--- src/rtl/inst_wb_fetch_pkg.sv ---
// Shared types and constants for the Wishbone instruction-fetch bridge.
package inst_wb_fetch_pkg;

    typedef enum logic {
        FETCH_IDLE = 1'b0,
        FETCH_BUS  = 1'b1
    } fetch_state_e;

    localparam logic [31:0] NOP_INST_DEF = 32'h0000_0000;

    // Counter must hold TIMEOUT itself; a zero timeout still needs one bit.
    function automatic int cnt_w(int tmo);
        return (tmo < 1) ? 1 : $clog2(tmo + 1);
    endfunction

endpackage

--- src/rtl/inst_wb_fetch_if.sv ---
// Wishbone B4 classic read-side bundle used by the fetch bridge.
interface inst_wb_fetch_if #(
    parameter int ADDR_W = 32,
    parameter int DATA_W = 32
);
    logic [ADDR_W-1:0]   adr;
    logic                cyc;
    logic                stb;
    logic                we;
    logic [DATA_W/8-1:0] sel;
    logic [DATA_W-1:0]   dat;
    logic                ack;

    modport master (
        output adr, cyc, stb, we, sel,
        input  dat, ack
    );

    modport slave (
        input  adr, cyc, stb, we, sel,
        output dat, ack
    );
endinterface

--- src/rtl/inst_wb_fetch_tmo.sv ---
// Saturating bus-cycle timeout counter for the fetch bridge.
module inst_wb_fetch_tmo
    import inst_wb_fetch_pkg::*;
#(
    parameter int TIMEOUT = 255
) (
    input  logic clk,
    input  logic rst,
    input  logic clr_i,
    input  logic en_i,
    output logic expired_o
);
    localparam int W = cnt_w(TIMEOUT);
    localparam logic [W-1:0] LIMIT = W'(TIMEOUT);

    logic [W-1:0] cnt_q;
    logic [W-1:0] cnt_d;

    always_comb begin
        cnt_d = cnt_q;
        if (clr_i) begin
            cnt_d = '0;
        end else if (en_i && (cnt_q != LIMIT)) begin
            cnt_d = cnt_q + W'(1);
        end
    end

    always_ff @(posedge clk) begin
        if (rst) begin
            cnt_q <= '0;
        end else begin
            cnt_q <= cnt_d;
        end
    end

    assign expired_o = (TIMEOUT != 0) && (cnt_q == LIMIT);
endmodule

--- src/rtl/inst_wb_fetch.sv ---
// Instruction-fetch bridge: OpenMIPS rom port to Wishbone master,
// with a one-entry fetch buffer, flush discard and bus timeout.
module inst_wb_fetch
    import inst_wb_fetch_pkg::*;
#(
    parameter int ADDR_W = 32,
    parameter int DATA_W = 32,
    parameter int TIMEOUT = 255,
    parameter logic [DATA_W-1:0] NOP_INST = DATA_W'(NOP_INST_DEF)
) (
    input  logic              clk,
    input  logic              rst,
    input  logic              rom_ce_i,
    input  logic [ADDR_W-1:0] rom_addr_i,
    input  logic              flush_i,
    output logic [DATA_W-1:0] rom_data_o,
    output logic              stallreq_o,
    output logic              bus_err_o,
    inst_wb_fetch_if.master   wb
);
    fetch_state_e state_q, state_d;

    logic [ADDR_W-1:0] adr_q, adr_d;
    logic [ADDR_W-1:0] tag_q, tag_d;
    logic [DATA_W-1:0] data_q, data_d;
    logic cyc_q, cyc_d;
    logic valid_q, valid_d;
    logic discard_q, discard_d;
    logic err_q, err_d;

    logic hit;
    logic drop;
    logic expired;
    logic tmo_clr;
    logic tmo_en;

    assign hit = rom_ce_i & valid_q & ~flush_i & (rom_addr_i == tag_q);
    assign rom_data_o = hit ? data_q : '0;
    assign stallreq_o = rom_ce_i & ~hit;
    assign bus_err_o = err_q;

    assign wb.adr = adr_q;
    assign wb.cyc = cyc_q;
    assign wb.stb = cyc_q;
    assign wb.we  = 1'b0;
    assign wb.sel = '1;

    assign tmo_clr = (state_q == FETCH_IDLE);
    assign tmo_en  = (state_q == FETCH_BUS) & ~wb.ack;

    // A flush landing on the completing cycle must still poison the result.
    assign drop = discard_q | flush_i;

    inst_wb_fetch_tmo #(
        .TIMEOUT(TIMEOUT)
    ) u_tmo (
        .clk      (clk),
        .rst      (rst),
        .clr_i    (tmo_clr),
        .en_i     (tmo_en),
        .expired_o(expired)
    );

    always_comb begin
        state_d   = state_q;
        adr_d     = adr_q;
        tag_d     = tag_q;
        data_d    = data_q;
        cyc_d     = cyc_q;
        valid_d   = valid_q;
        discard_d = discard_q;
        err_d     = 1'b0;
        unique case (state_q)
            FETCH_IDLE: begin
                if (flush_i) begin
                    valid_d = 1'b0;
                end
                if (rom_ce_i && !hit) begin
                    adr_d   = rom_addr_i;
                    cyc_d   = 1'b1;
                    state_d = FETCH_BUS;
                end
            end
            FETCH_BUS: begin
                if (wb.ack) begin
                    data_d    = wb.dat;
                    tag_d     = adr_q;
                    valid_d   = ~drop;
                    discard_d = 1'b0;
                    cyc_d     = 1'b0;
                    state_d   = FETCH_IDLE;
                end else if (expired) begin
                    data_d    = NOP_INST;
                    tag_d     = adr_q;
                    valid_d   = ~drop;
                    discard_d = 1'b0;
                    cyc_d     = 1'b0;
                    err_d     = 1'b1;
                    state_d   = FETCH_IDLE;
                end else begin
                    discard_d = drop;
                end
            end
            default: state_d = FETCH_IDLE;
        endcase
    end

    always_ff @(posedge clk) begin
        if (rst) begin
            state_q   <= FETCH_IDLE;
            adr_q     <= '0;
            tag_q     <= '0;
            data_q    <= '0;
            cyc_q     <= 1'b0;
            valid_q   <= 1'b0;
            discard_q <= 1'b0;
            err_q     <= 1'b0;
        end else begin
            state_q   <= state_d;
            adr_q     <= adr_d;
            tag_q     <= tag_d;
            data_q    <= data_d;
            cyc_q     <= cyc_d;
            valid_q   <= valid_d;
            discard_q <= discard_d;
            err_q     <= err_d;
        end
    end
endmodule

--- src/flat_wrapper.sv ---
// flat-port wrapper written by rule: the top's interface ports become plain ports
module inst_wb_fetch_flat import inst_wb_fetch_pkg::*;
#(
    parameter int ADDR_W = 32,
    parameter int DATA_W = 32,
    parameter int TIMEOUT = 255,
    parameter logic [DATA_W-1:0] NOP_INST = DATA_W'(NOP_INST_DEF)
)
  (clk, rst, rom_ce_i, rom_addr_i, flush_i, rom_data_o, stallreq_o, bus_err_o, wb_adr, wb_cyc, wb_stb, wb_we, wb_sel, wb_dat, wb_ack);
  inst_wb_fetch_if #(.ADDR_W(ADDR_W), .DATA_W(DATA_W)) wb_i ();
  input  logic clk;
  input  logic rst;
  input  logic rom_ce_i;
  input  logic [ADDR_W-1:0] rom_addr_i;
  input  logic flush_i;
  output logic [DATA_W-1:0] rom_data_o;
  output logic stallreq_o;
  output logic bus_err_o;
  output wire logic [$bits(wb_i.adr)-1:0] wb_adr;
  output wire logic [$bits(wb_i.cyc)-1:0] wb_cyc;
  output wire logic [$bits(wb_i.stb)-1:0] wb_stb;
  output wire logic [$bits(wb_i.we)-1:0] wb_we;
  output wire logic [$bits(wb_i.sel)-1:0] wb_sel;
  input wire logic [$bits(wb_i.dat)-1:0] wb_dat;
  input wire logic [$bits(wb_i.ack)-1:0] wb_ack;
  assign wb_adr = wb_i.adr;
  assign wb_cyc = wb_i.cyc;
  assign wb_stb = wb_i.stb;
  assign wb_we = wb_i.we;
  assign wb_sel = wb_i.sel;
  assign wb_i.dat = wb_dat;
  assign wb_i.ack = wb_ack;
  inst_wb_fetch #(.ADDR_W(ADDR_W), .DATA_W(DATA_W), .TIMEOUT(TIMEOUT), .NOP_INST(NOP_INST)) u_core (.clk(clk), .rst(rst), .rom_ce_i(rom_ce_i), .rom_addr_i(rom_addr_i), .flush_i(flush_i), .rom_data_o(rom_data_o), .stallreq_o(stallreq_o), .bus_err_o(bus_err_o), .wb(wb_i));
endmodule
--- config.mk ---
export PLATFORM = sky130hd
export DESIGN_NAME = inst_wb_fetch_flat
export DESIGN_NICKNAME = d
export VERILOG_FILES = /design/src/rtl/inst_wb_fetch_pkg.sv /design/src/rtl/inst_wb_fetch_if.sv /design/src/rtl/inst_wb_fetch_tmo.sv /design/src/rtl/inst_wb_fetch.sv /design/src/flat_wrapper.sv
export SDC_FILE = /design/constraint.sdc
export NUM_CORES = 1
export LEC_CHECK = 0
export BUFFER_PORTS_ARGS = -buffer_cell sky130_fd_sc_hd__buf_4
export CORE_ASPECT_RATIO = 0.8
export CORE_MARGIN = 4
export CORE_UTILIZATION = 48
export CTS_CLUSTER_DIAMETER = 60
export DETAILED_ROUTE_END_ITERATION = 6
export HOLD_SLACK_MARGIN = 0.02
export PLACE_DENSITY_LB_ADDON = 0.15
export SYNTH_ARGS = -nofsm -noshare
export SYNTH_HDL_FRONTEND = slang
export SYNTH_SLANG_ARGS = --single-unit
--- constraint.sdc ---
create_clock -name clk -period 1.92 [get_ports clk]
set_input_delay 0.288 -clock clk [delete_from_list [all_inputs] [get_ports clk]]
set_output_delay 0.288 -clock clk [all_outputs]
set_load 0.02 [all_outputs]
Word level (Yosys, flattened, before mapping)
Index checks and enable logic that the tools add are counted.

Register bits after elaboration: 109. Output and inout port bits: 73. Input bits: 69.

Bitwise operators: 11. Equal/unequal tests: 6. Reductions and logical operators: 10. $add $sub $neg: 1. Multiplexer cells: 20.

Operator list (count): $mux 32 (5); $eq 32x32->1 (1); $mux 1 (12); $add 8x1->8 const B (1); $eq 8x8->1 const B (1); $ne 8x8->1 const B (1); $reduce_and 2->1 (4); $pmux 1 s2 (3); $and 1x1->1 (5); $not 1->1 (5); $ne 2x2->1 const B (2); $ne 3x3->1 const B (1); $reduce_or 3->1 (1); $logic_and 1x1->1 (2); $reduce_bool 2->1 (1); $reduce_or 2->1 (1); $logic_not 1->1 (1); $or 1x1->1 (1).

Logic depth before layout (Yosys ltp)
Gate-level depths: netlist (run 1).

Depth in word-level cells: 7. Gate-level depth with buffers: 9. Gate-level depth less buffers: 6.

Hierarchy
Synthesis (run 1) repeated with hierarchy kept, for this count alone.

Cell total of the unflattened synthesis: 637. Area total of the unflattened synthesis: 5373.9 um2.

By module, submodules not included: inst_wb_fetch (instances 1, cells an instance 592, area each 4948.5 um2); inst_wb_fetch_tmo (instances 1, cells an instance 45, area each 425.4 um2).

Least setup slack after synthesis (run 1)
Ideal clock, no wire load.

Path type: reg-to-output. From: register u_core.tag_q[31]. To: output rom_data_o[10]. Arrival: 1695 ps. Slack: -63 ps. Path buffers: 1. Stages on the path, launching flop included: 7. Cell sequence: dfxtp_1 > xor2_1 > nor4_2 > nand4_1 > nor4_4 > buf_6 > and2_1.

Longest elaborated chain between the ends: 3.

Ends and longest elaborated chain: start: declaration (RTL line inst_wb_fetch.sv:24) `logic [ADDR_W-1:0] tag_q, tag_d;`; start signal: assignment (RTL line inst_wb_fetch.sv:121) `tag_q <= tag_d;`; $eq 32x32->1 (RTL line inst_wb_fetch.sv:37) `assign hit = rom_ce_i & valid_q & ~flush_i & (rom_addr_i == tag_q);`; $and 1x1->1 (RTL line inst_wb_fetch.sv:37); $mux 32 (RTL line inst_wb_fetch.sv:38) `assign rom_data_o = hit ? data_q : '0;`; end: declaration (RTL line flat_wrapper.sv:16) `output logic [DATA_W-1:0] rom_data_o;`.

Every way passes these cells.

Worst setup path in the final report (run 1)
From: register u_core.tag_q[5]. To: output rom_data_o[13].

The elaborated chain is that of the path after synthesis.

==> impl_metrics.json, run 1 <==
{
  "status": "finished with violations",
  "violations": "setup timing",
  "cts_buffers": 9,
  "clkPwrFrac_pct": 36.0,
  "fillCellCount": 838,
  "yosysWarnings": 0,
  "path_common_cell": "buf_6",
  "crit_family": "simple AND/OR/NAND/NOR gates",
  "synth.distinct_cells": 39,
  "die_area_um2": 12780,
  "clockRootBuffer": "clkbuf_16",
  "gp_congestion": 0.8193,
  "finalCritPeriodShare_pct": 136.3,
  "pwr-share-seq_pct": 46.4,
  "n_antenna_cell": 0,
  "cp_num_buf_inv": 3,
  "vias": 5143,
  "overflow": 0,
  "ir_drop_mv": 0.4862,
  "period_minus_slack_ns": 2.617,
  "multi_input_area_um2": 2997,
  "ys_seq_area_share_pct": 41.22,
  "synth_top_cells_by_area": "dfxtp_1 41%, a22o_1 9.9%, xor2_1 6.0%",
  "comb_power_share_pct": 17.5,
  "hold-path-cell-count": 2,
  "switching_share_pct": 27.93,
  "min_from": "wb_ack",
  "clock-sinks": 109,
  "grt_usage_pct": 23.62,
  "grt_pass1_wl_um": 24740,
  "hold_violations": 0,
  "die_h_um": 101.9,
  "synth_most_common_cell": "dfxtp_1",
  "synth_top_area_share_pct": 41.22,
  "initial_core_util_pct": 48.99,
  "clkLatencyLatePin_ns": 0.35,
  "wl_um": 16820,
  "crit_chain": "xor2_1 -> nor4_2 -> nand4_1 -> nor4_4 -> buf_4 -> buf_6 -> and2_2 -> buf_6",
  "holdPathEnd": "u_core.bus_err_o",
  "area_growth_pct": 40.89,
  "htree_num_levels": 3,
  "clock_skew_ns": 0.005813,
  "end_kind": "output pin",
  "placement.cell_area_um2": 6636,
  "clk_pin_slew_worst_paths_ns": 0.07,
  "die_x_um": 125.4,
  "drc": 0,
  "fin_ws_ns": -0.6969,
  "maxSlewHeadroom_pct": 22.58,
  "synthArstFlopShare_pct": 0,
  "final_nets": 791,
  "core_area_um2": 10810,
  "synthTopCellsByCount": "109 x dfxtp_1, 60 x a22o_1, 38 x nand3_1, 38 x nand4_1, 37 x and2_1",
  "drt_first_iter_violations": 493,
  "fin_util_pct": 69.03,
  "cp_max_fo": 8,
  "worstRegToRegCells": 7,
  "ys.flop_type": "dfxtp_1",
  "min_path_type": "primary input to register",
  "synth_area_per_cell_um2": 9.255,
  "cellPowerDensity_nw_per_um2": 718.3,
  "cts_hold_buf": 0,
  "rows": 34,
  "post-place-ws_ns": -0.4378,
  "drive_gt1_share_pct": 38.98,
  "worstPathRequired_ns": 1.63,
  "startpoint_type": "register",
  "grt_setup_unrepaired": "yes",
  "syn_inst": 572,
  "dp_hpwl_um": 10560,
  "critical-path-max-stage-delay_ns": 0.40,
  "io_buffer_count": 136,
  "timing.fmax_mhz": 382.1,
  "antenna_found_initial": 0,
  "setup_violations": 35,
  "ant_nets": 0,
  "power.internal_mw": 3.861,
  "via_per_inst": 5.911,
  "drv_slew": 0,
  "crit_arrival_ns": 2.33,
  "leakage_nw": 3.196,
  "worst_r2r_endpoint": "u_core.wb.adr[26]",
  "cts.path.max_buffers": 2,
  "grt_pass1_vias": 4979,
  "dr.pass1.iters": 5,
  "cp_slowest_cell": "nor4_2",
  "reg2reg_from": "u_core.tag_q[24]",
  "synth_top_area_cell": "dfxtp_1",
  "synth_edf_count": 0,
  "ys_seq_elements": 109,
  "io_pins": 142,
  "tightest_slew_ns": 1.161,
  "layout.cell_area.non_filler_um2": 7458,
  "syn-cell-area_um2": 5294,
  "grt_max_degree": 71,
  "path_class": "register to output pin",
  "cap_viol_max_count": 0,
  "cts_tree": "yes",
  "wl_per_cell_um": 19.33,
  "seq_area_um2": 2188,
  "ff2ff_setup_slack_ns": -0.02,
  "switchingPower_mw": 1.496
}
-- area by class of cell --
type,count,area share (%)
multi-input combinational,404,40.18
sequential,109,29.34
timing repair buffer,196,23.91
clock buffer,9,3.020
tap,144,2.416
clock inverter,7,1.090
inverter,1,0.05033
-- metrics by stage --
step	power (mW)	setup TNS [ns]	std cells	hold slack [ns]
floorplan	3.020	-0.6125	575	0.3663
global placement	3.390	-14.53	840	0.4526
detailed placement	3.413	-14.06	840	0.4559
CTS	5.331	-21.45	857	0.1031
global route	5.541	-29.16	870	0.1162
finish	5.357	-22.27	870	0.1206
-- power groups by stage --
stage / Combinational, mW / Clock [mW] / Sequential [mW]
4_1_cts: 0.889 / 1.96 / 2.48
5_1_grt: 1.00 / 2.03 / 2.51
6_report: 0.940 / 1.93 / 2.49
2_1_floorplan: 0.417 / 0 / 2.60
3_5_place_dp: 0.880 / 0 / 2.53
3_3_place_gp: 0.861 / 0 / 2.53
-- worst max path at each step --
stage / from / end / slack [ns] / depth (start not counted)
after floorplan: u_core.tag_q[17] / rom_data_o[10] / -0.02 / 6
after global placement: rom_addr_i[13] / rom_data_o[23] / -0.45 / 8
after detailed placement: rom_addr_i[1] / rom_data_o[14] / -0.44 / 8
after CTS: u_core.tag_q[20] / rom_data_o[14] / -0.66 / 8
after global routing: u_core.tag_q[5] / rom_data_o[13] / -0.86 / 8
final: u_core.tag_q[5] / rom_data_o[13] / -0.70 / 8
-- logic make-up (layout without fill, tap and decap cells) --
logic type,Yosys count,count (layout),synth area share [%]
other cells,2,5,0.1419
mux,5,5,0.9454
compound gates,131,131,18.39
simple gates,221,221,25.72
buf+inv,62,213,6.570
xor+xnor,41,41,6.783
fa+ha+maj,1,1,0.2363
flops,109,109,41.22
-- registers in the layout, indices dropped and copies added (netlist names) --
register and flops:
u_core.bus_err_o 1, u_core.data_q 32, u_core.discard_q 1, u_core.state_q 1, u_core.tag_q 32, u_core.u_tmo.cnt_q 8, u_core.valid_q 1, u_core.wb.adr 32
u_core.wb.cyc 1
-- placed cells by master (no fill, tap or decap), drive strengths merged, types with 5 or more instances in the layout --
cell	Yosys	final
clkbuf	30	13
dfxtp	109	109
and2	37	37
xor2	36	36
nor2	17	17
xnor2	5	5
a22oi	32	32
nor2b	33	33
o21ai	33	33
nor4	10	10
nand4	38	38
a22o	60	60
nor3b	32	32
mux2i	5	5
buf	31	192
nand3	38	38
conb	2	5
-- worst reg2reg max path, delay by kind of cell (launching register included) --
family,cells,cell delay [ns]
simple gates,4,1.03
buf+inv,2,0.35
flops,1,0.33
xor+xnor,1,0.17
-- metal layers --
layer / vias to the layer above / track usage, % / wire length (µm)
met2: 209 / 39.07 / 8095
met4: 0 / 7.083 / 295
li1: 2380 / - / -
met5: - / 0 / 0
met1: 2523 / 31.63 / 7348
met3: 31 / 4.807 / 1078
-- timing repair --
| item | 4_1_cts | 5_1_grt |
|---|---|---|
| gates resized for setup | 38 | 66 |
| cloned | 0 | 7 |
| pin swaps | 1 | 29 |
| setup endpoints to repair | 33 | 112 |
| setup buffers | 1 | 7 |
No activity file was read; power rests on OpenSTA's default activity.
==> run 2, diff against run 1 <==
--- a/config.mk
+++ b/config.mk
@@ -5,6 +5,7 @@
 export SDC_FILE = /design/constraint.sdc
 export NUM_CORES = 1
 export LEC_CHECK = 0
+export ABC_AREA = 1
 export BUFFER_PORTS_ARGS = -buffer_cell sky130_fd_sc_hd__buf_4
 export CORE_ASPECT_RATIO = 0.8
 export CORE_MARGIN = 4
@@ -12,7 +13,7 @@
 export CTS_CLUSTER_DIAMETER = 60
 export DETAILED_ROUTE_END_ITERATION = 6
 export HOLD_SLACK_MARGIN = 0.02
-export PLACE_DENSITY_LB_ADDON = 0.15
+export PLACE_DENSITY = 0.81
 export SYNTH_ARGS = -nofsm -noshare
 export SYNTH_HDL_FRONTEND = slang
 export SYNTH_SLANG_ARGS = --single-unit
==> run 2 against run 1 <==
  * The flow still finishes with violations (setup timing)
  * Global-route usage decreased by 0.75 points
  * Combinational power about the same
  * Design area increased by 1.4%
  * Area after synthesis increased by 3.0%
  * Core utilization decreased by 0.15 points
  * Synthesized cell count increased by 33%
  * Total power decreased by 4.5%
  * Largest cell class unchanged
  * Register-to-register slack improved by 0.13 ns
  * Sequential share of layout area decreased by 0.26 points
  * Critical path type unchanged
  * Sequential power decreased by 3%
  * Die area increased by 2.8%
==> impl_metrics.json, run 2 <==
{
  "synth_top_family_by_area": "simple AND/OR/NAND/NOR gates",
  "maxSlewHeadroom_pct": 51.51,
  "synth_area_per_cell_um2": 7.184,
  "ir_drop_mv": 0.4426,
  "die_h_um": 103.3,
  "dp_hpwl_um": 10460,
  "drv_slew": 0,
  "vias": 5350,
  "area_growth_pct": 38.64,
  "cts_tree": "yes",
  "fin_ws_ns": -0.5184,
  "cp_num_buf_inv": 4,
  "end_kind": "output pin",
  "setup_violations": 33,
  "crit_arrival_ns": 2.15,
  "cap_viol_max_count": 0,
  "htree_num_levels": 3,
  "die_x_um": 127.2,
  "critical-path-max-stage-delay_ns": 0.35,
  "clock-sinks": 109,
  "worstPathRequired_ns": 1.63,
  "synth_mux_area_share_pct": 0,
  "synth_most_common_cell": "inv_1",
  "crit_family": "simple AND/OR/NAND/NOR gates",
  "synth.distinct_cells": 39,
  "tightest_slew_ns": 0.7228,
  "wl_um": 16160,
  "grt_pass1_wl_um": 24050,
  "timing.fmax_mhz": 410.1,
  "finalCritPeriodShare_pct": 127.0,
  "hold_violations": 0,
  "ys_seq_elements": 109,
  "ant_nets": 0,
  "final_common_cell": "inv_1",
  "synth_top_area_share_pct": 40.02,
  "placement.cell_area_um2": 6716,
  "clockRootBuffer": "clkbuf_16",
  "core_area_um2": 10980,
  "drc": 0,
  "cp_max_fo": 8,
  "clkLatencyLatePin_ns": 0.35,
  "cts_hold_buf": 0,
  "violations": "setup timing",
  "cellPowerDensity_nw_per_um2": 676.8,
  "period_minus_slack_ns": 2.438,
  "synth_compound_area_share_pct": 10.07,
  "grt_pass1_vias": 4965,
  "min_path_type": "primary input to register",
  "yosysWarnings": 0,
  "antenna_found_initial": 0,
  "overflow": 0,
  "via_per_inst": 5.066,
  "io_buffer_count": 136,
  "wl_per_cell_um": 15.30,
  "rows": 34,
  "cp_slowest_cell": "or2_4",
  "grt_setup_unrepaired": "yes",
  "startpoint_type": "register",
  "drt_first_iter_violations": 419,
  "synth_edf_count": 0,
  "ys_seq_area_share_pct": 40.02,
  "die_area_um2": 13140,
  "final_nets": 978,
  "syn_inst": 759,
  "grt_usage_pct": 22.86,
  "dr.pass1.iters": 5,
  "final_cell_mix": "145 x inv_1, 140 x nand2_1, 130 x buf_4",
  "grt_max_degree": 36,
  "n_antenna_cell": 0,
  "status": "finished with violations",
  "path_class": "register to output pin",
  "gp_congestion": 0.9227,
  "synthTopCellsByCount": "149 x inv_1, 147 x nand2_1, 109 x dfxtp_1",
  "layout.cell_area.non_filler_um2": 7560,
  "crit_chain": "buf_6 -> inv_4 -> o22ai_1 -> nor2_1 -> nand2_1 -> nor2_1 -> nand4_1 -> or2_4 -> clkbuf_16 -> nor2_4 -> buf_6",
  "synth_top_area_cell": "dfxtp_1",
  "cts_buffers": 9,
  "synthXorXnorAreaFrac_pct": 3.694,
  "leakage_nw": 3.438,
  "post-place-ws_ns": -0.1937,
  "clock_skew_ns": 0.009713,
  "io_pins": 142,
  "syn-cell-area_um2": 5453,
  "synth_top_cells_by_area": "dfxtp_1 40%, inv_1 10%, nand2_1 10%",
  "cts.path.max_buffers": 2,
  "holdWs_ns": 0.1731,
  "drive_gt1_share_pct": 32.02,
  "yosys.area_share.simple_pct": 28.68,
  "synthArstFlopShare_pct": 0,
  "ys.flop_type": "dfxtp_1",
  "clk_pin_slew_worst_paths_ns": 0.07,
  "initial_core_util_pct": 49.68,
  "yosys.area_share.adder_pct": 0.2295
}
==> run 2: cell types whose count changed after synthesis, sizes merged, moves of 15 or more <==
cell    previous run  this run
and2              37         2
xor2              36        13
nor3b             32         1
nor2              17        96
a22o              60         0
o22ai              0        15
nor2b             33         0
inv                1       153
o21ai             33        56
clkbuf            30        13
nand2              4       147
a22oi             32         0
==> run 2: what timing repair did <==
action | 4_1_cts | 5_1_grt
resized for setup | 49 | 73
endpoints found under the setup margin | 33 | 67
pin swaps | 5 | 16
cloned | 2 | 2
buffers inserted | 6 | 3
==> run 2: final timing paths <==
check | to | slack (ns) | cells past startpoint | startpoint
worst min register to register | u_core.valid_q | 0.46 | 1 | u_core.discard_q
worst max-delay path | rom_data_o[7] | -0.52 | 11 | u_core.tag_q[14]
worst max register to register | u_core.wb.adr[5] | 0.11 | 13 | u_core.tag_q[8]
worst min-delay path | u_core.data_q[12] | 0.17 | 3 | wb_dat[12]
==> run 2: logic make-up (layout without fill, tap and decap cells) <==
logic type | after synthesis | in the layout
fa+ha+maj | 1 | 1
simple gates | 334 | 334
other cells | 2 | 5
xor+xnor | 23 | 23
compound gates | 85 | 85
buf+inv | 205 | 355
flops | 109 | 109
==> run 2: layout make-up <==
cell class	instances	area, µm²
inverters	161	611.8
multi-input cells	448	2616
repair buffers	179	1675
flip-flops and latches	109	2198
fillers	849	3416
clock inverters	3	21.27
clock buffers	12	256.5
well taps	144	180.2
==> run 2: worst min-delay path: cells and delay by family <==
kind                   cells  cell delay (ns)
buffers and inverters      1             0.08
AOI/OAI and AO/OA          1             0.06
and+or+nand+nor            1             0.06
==> run 2: per-layer routing <==
layer / GRT usage, % / wire [µm] / up-vias
li1: - / - / 2616
met1: 30.09 / 6869 / 2468
met2: 36.26 / 7610 / 223
met3: 6.828 / 1215 / 43
met4: 7.832 / 459 / 0
met5: 0 / 0 / -
==> run 2: per-stage QoR <==
step	util, %	std cells	setup TNS (ns)	total power, mW
floorplan	-	762	0	2.981
global placement	61.19	1033	-3.363	3.331
detailed placement	61.19	1033	-5.890	3.347
CTS	66.02	1056	-12.33	5.098
global route	68.88	1056	-16.66	5.330
finish	68.88	1056	-14.94	5.117
==> run 2: where the power goes <==
part           switching, mW  leakage [nW]  internal, mW  total, mW
clock                  0.809         0.135         0.945       1.75
sequential            0.0571         0.896          2.37       2.42
combinational          0.543          2.41         0.395      0.939
==> run 3, diff against run 2 <==
==> constraint.sdc (replaced) <==
create_clock -name clk -period 1.92 [get_ports clk]
set_input_delay 0.192 -clock clk [delete_from_list [all_inputs] [get_ports clk]]
set_output_delay 0.192 -clock clk [all_outputs]
set_load 0.02 [all_outputs]
==> run 3 against run 2 <==
  * The flow still finishes with violations (setup timing)
  * Combinational power shrank 3.4%
  * Critical path type unchanged
  * Setup slack gained 0.16 ns
  * Critical path depth shrank 2
  * Largest cell class unchanged
  * Total power grew 1.5%
==> impl_metrics.json, run 3 (synthesized netlist as in run 2, its figures left out) <==
{
  "power.internal_mw": 3.741,
  "crit_family": "simple AND/OR/NAND/NOR gates",
  "cellPowerDensity_nw_per_um2": 702.8,
  "io_buffer_count": 136,
  "via_per_inst": 5.069,
  "die_area_um2": 13140,
  "io_pins": 142,
  "grt_max_degree": 35,
  "cts_hold_buf": 0,
  "startpoint_type": "register",
  "antenna_found_initial": 0,
  "cap_viol_max_count": 0,
  "switchingPower_mw": 1.452,
  "grt_setup_unrepaired": "yes",
  "grt_pass1_wl_um": 23630,
  "clockRootBuffer": "clkbuf_16",
  "crit_chain": "inv_1 -> nand2_1 -> nand2_1 -> nor4_4 -> nand4_1 -> or2_4 -> clkbuf_16 -> nor2_2 -> buf_4",
  "setup_violations": 32,
  "finalCritPeriodShare_pct": 118.5,
  "final_cell_mix": "146 x inv_1, 139 x nand2_1, 125 x buf_4",
  "period_minus_slack_ns": 2.275,
  "wl_per_cell_um": 15.27,
  "fin_util_pct": 67.33,
  "cp_max_fo": 8,
  "ir_drop_mv": 0.4747,
  "grt_pass1_vias": 4900,
  "min_path_type": "primary input to register",
  "violations": "setup timing",
  "vias": 5292,
  "pwr-share-seq_pct": 46.6,
  "clock-sinks": 109,
  "clock_skew_ns": 0.01176,
  "comb_power_share_pct": 17.5,
  "cp_num_buf_inv": 3,
  "dp_hpwl_um": 10340,
  "cts_buffers": 9,
  "rows": 34,
  "dr.pass1.iters": 5,
  "drt_first_iter_violations": 450,
  "path_class": "register to output pin",
  "area_growth_pct": 35.52,
  "drive_gt1_share_pct": 31.00,
  "crit_arrival_ns": 2.08,
  "switching_share_pct": 27.96,
  "path_common_cell": "nand2_1",
  "n_antenna_cell": 0,
  "end_kind": "output pin",
  "initial_core_util_pct": 49.68,
  "status": "finished with violations",
  "core_area_um2": 10980,
  "clkPwrFrac_pct": 35.9,
  "cp_slowest_cell": "dfxtp_1",
  "gp_congestion": 0.8962,
  "die_h_um": 103.3,
  "hold_violations": 0,
  "timing.fmax_mhz": 439.6,
  "critical-path-max-stage-delay_ns": 0.34,
  "fin_ws_ns": -0.3550,
  "cts.path.max_buffers": 2,
  "clk_pin_slew_worst_paths_ns": 0.08,
  "drc": 0,
  "wl_um": 15950,
  "clkLatencyLatePin_ns": 0.36,
  "final_nets": 965,
  "overflow": 0,
  "fin_total_pwr_mw": 5.194,
  "ant_nets": 0,
  "cts_tree": "yes",
  "htree_num_levels": 3,
  "leakage_nw": 3.370,
  "worstPathRequired_ns": 1.73,
  "fillCellCount": 849,
  "die_x_um": 127.2,
  "grt_usage_pct": 22.51,
  "final_common_cell": "inv_1",
  "drv_slew": 0
}
## run 3: cell count changes in the layout (fill, tap and decap cells not counted), sizes merged
cell | before | now
buf | 177 | 165
bufinv | 0 | 1
clkbuf | 14 | 10
clkinv | 10 | 13
## run 3: power by group through the flow
| stage | Combinational, mW | Clock (mW) | Sequential, mW |
|---|---|---|---|
| 5_1_grt | 0.991 | 1.98 | 2.43 |
| 3_3_place_gp | 0.835 | 0 | 2.47 |
| 4_1_cts | 0.864 | 1.90 | 2.42 |
| 3_5_place_dp | 0.847 | 0 | 2.47 |
| 2_1_floorplan | 0.453 | 0 | 2.53 |
| 6_report | 0.907 | 1.86 | 2.42 |
## run 3: metrics by stage
step	std cells	setup slack, ns	setup TNS (ns)	hold slack, ns	area (µm²)
after floorplan	762	0.1581	0	0.2611	5464
after global routing	1044	-0.4729	-13.10	0.08336	7390
final	1044	-0.3550	-9.864	0.07240	7390
after CTS	1036	-0.2910	-8.433	0.05746	7106
after global placement	1017	0.05376	0	0.4185	6571
after detailed placement	1017	0.02599	0	0.4260	6571
## run 3: worst reg2reg max path, cell delays in order, from the launching register on
cell     delay [ns]
dfxtp_1        0.40
nand2_1        0.11
nor2_2         0.10
nand3_2        0.11
nor3_4         0.20
nor2_4         0.10
nor2_8         0.16
nor2_8         0.05
inv_6          0.15
buf_12         0.17
o21ai_0        0.13
## run 3: area by class of cell
cell class                 instances  area, µm²  share of cell area (%)
tap                              144      180.2                   2.438
clock inverter                     7      66.31                  0.8974
sequential                       109       2195                   29.70
multi-input combinational        448       2606                   35.27
clock buffer                       9      225.2                   3.048
inverter                         161      609.3                   8.246
timing repair buffer             166       1508                   20.40
## run 3: final timing paths
kind,from,to,slack [ns],cells after the start
max reg2reg,u_core.u_tmo.cnt_q[3],u_core.data_q[0],0.11,10
min reg2reg,u_core.wb.cyc,u_core.wb.cyc,0.47,2
min,wb_dat[19],u_core.data_q[19],0.07,3
max,u_core.tag_q[22],rom_data_o[30],-0.36,9
## run 3: repair_timing
| action | 4_1_cts | 5_1_grt |
|---|---|---|
| resized for setup | 50 | 59 |
| endpoints found under the setup margin | 33 | 38 |
| gates cloned | 2 | 1 |
| pin swaps | 4 | 14 |
| setup buffers | 1 | 7 |
## run 3: metal layers
layer	wire, µm	global-route usage (%)	part of all wire (%)	vias up
met1	6748	29.31	42	2447
met4	473	7.914	3.0	0
met2	7504	36.46	47	214
met5	0	0	0	-
met3	1219	6.109	7.6	37
li1	-	-	-	2594
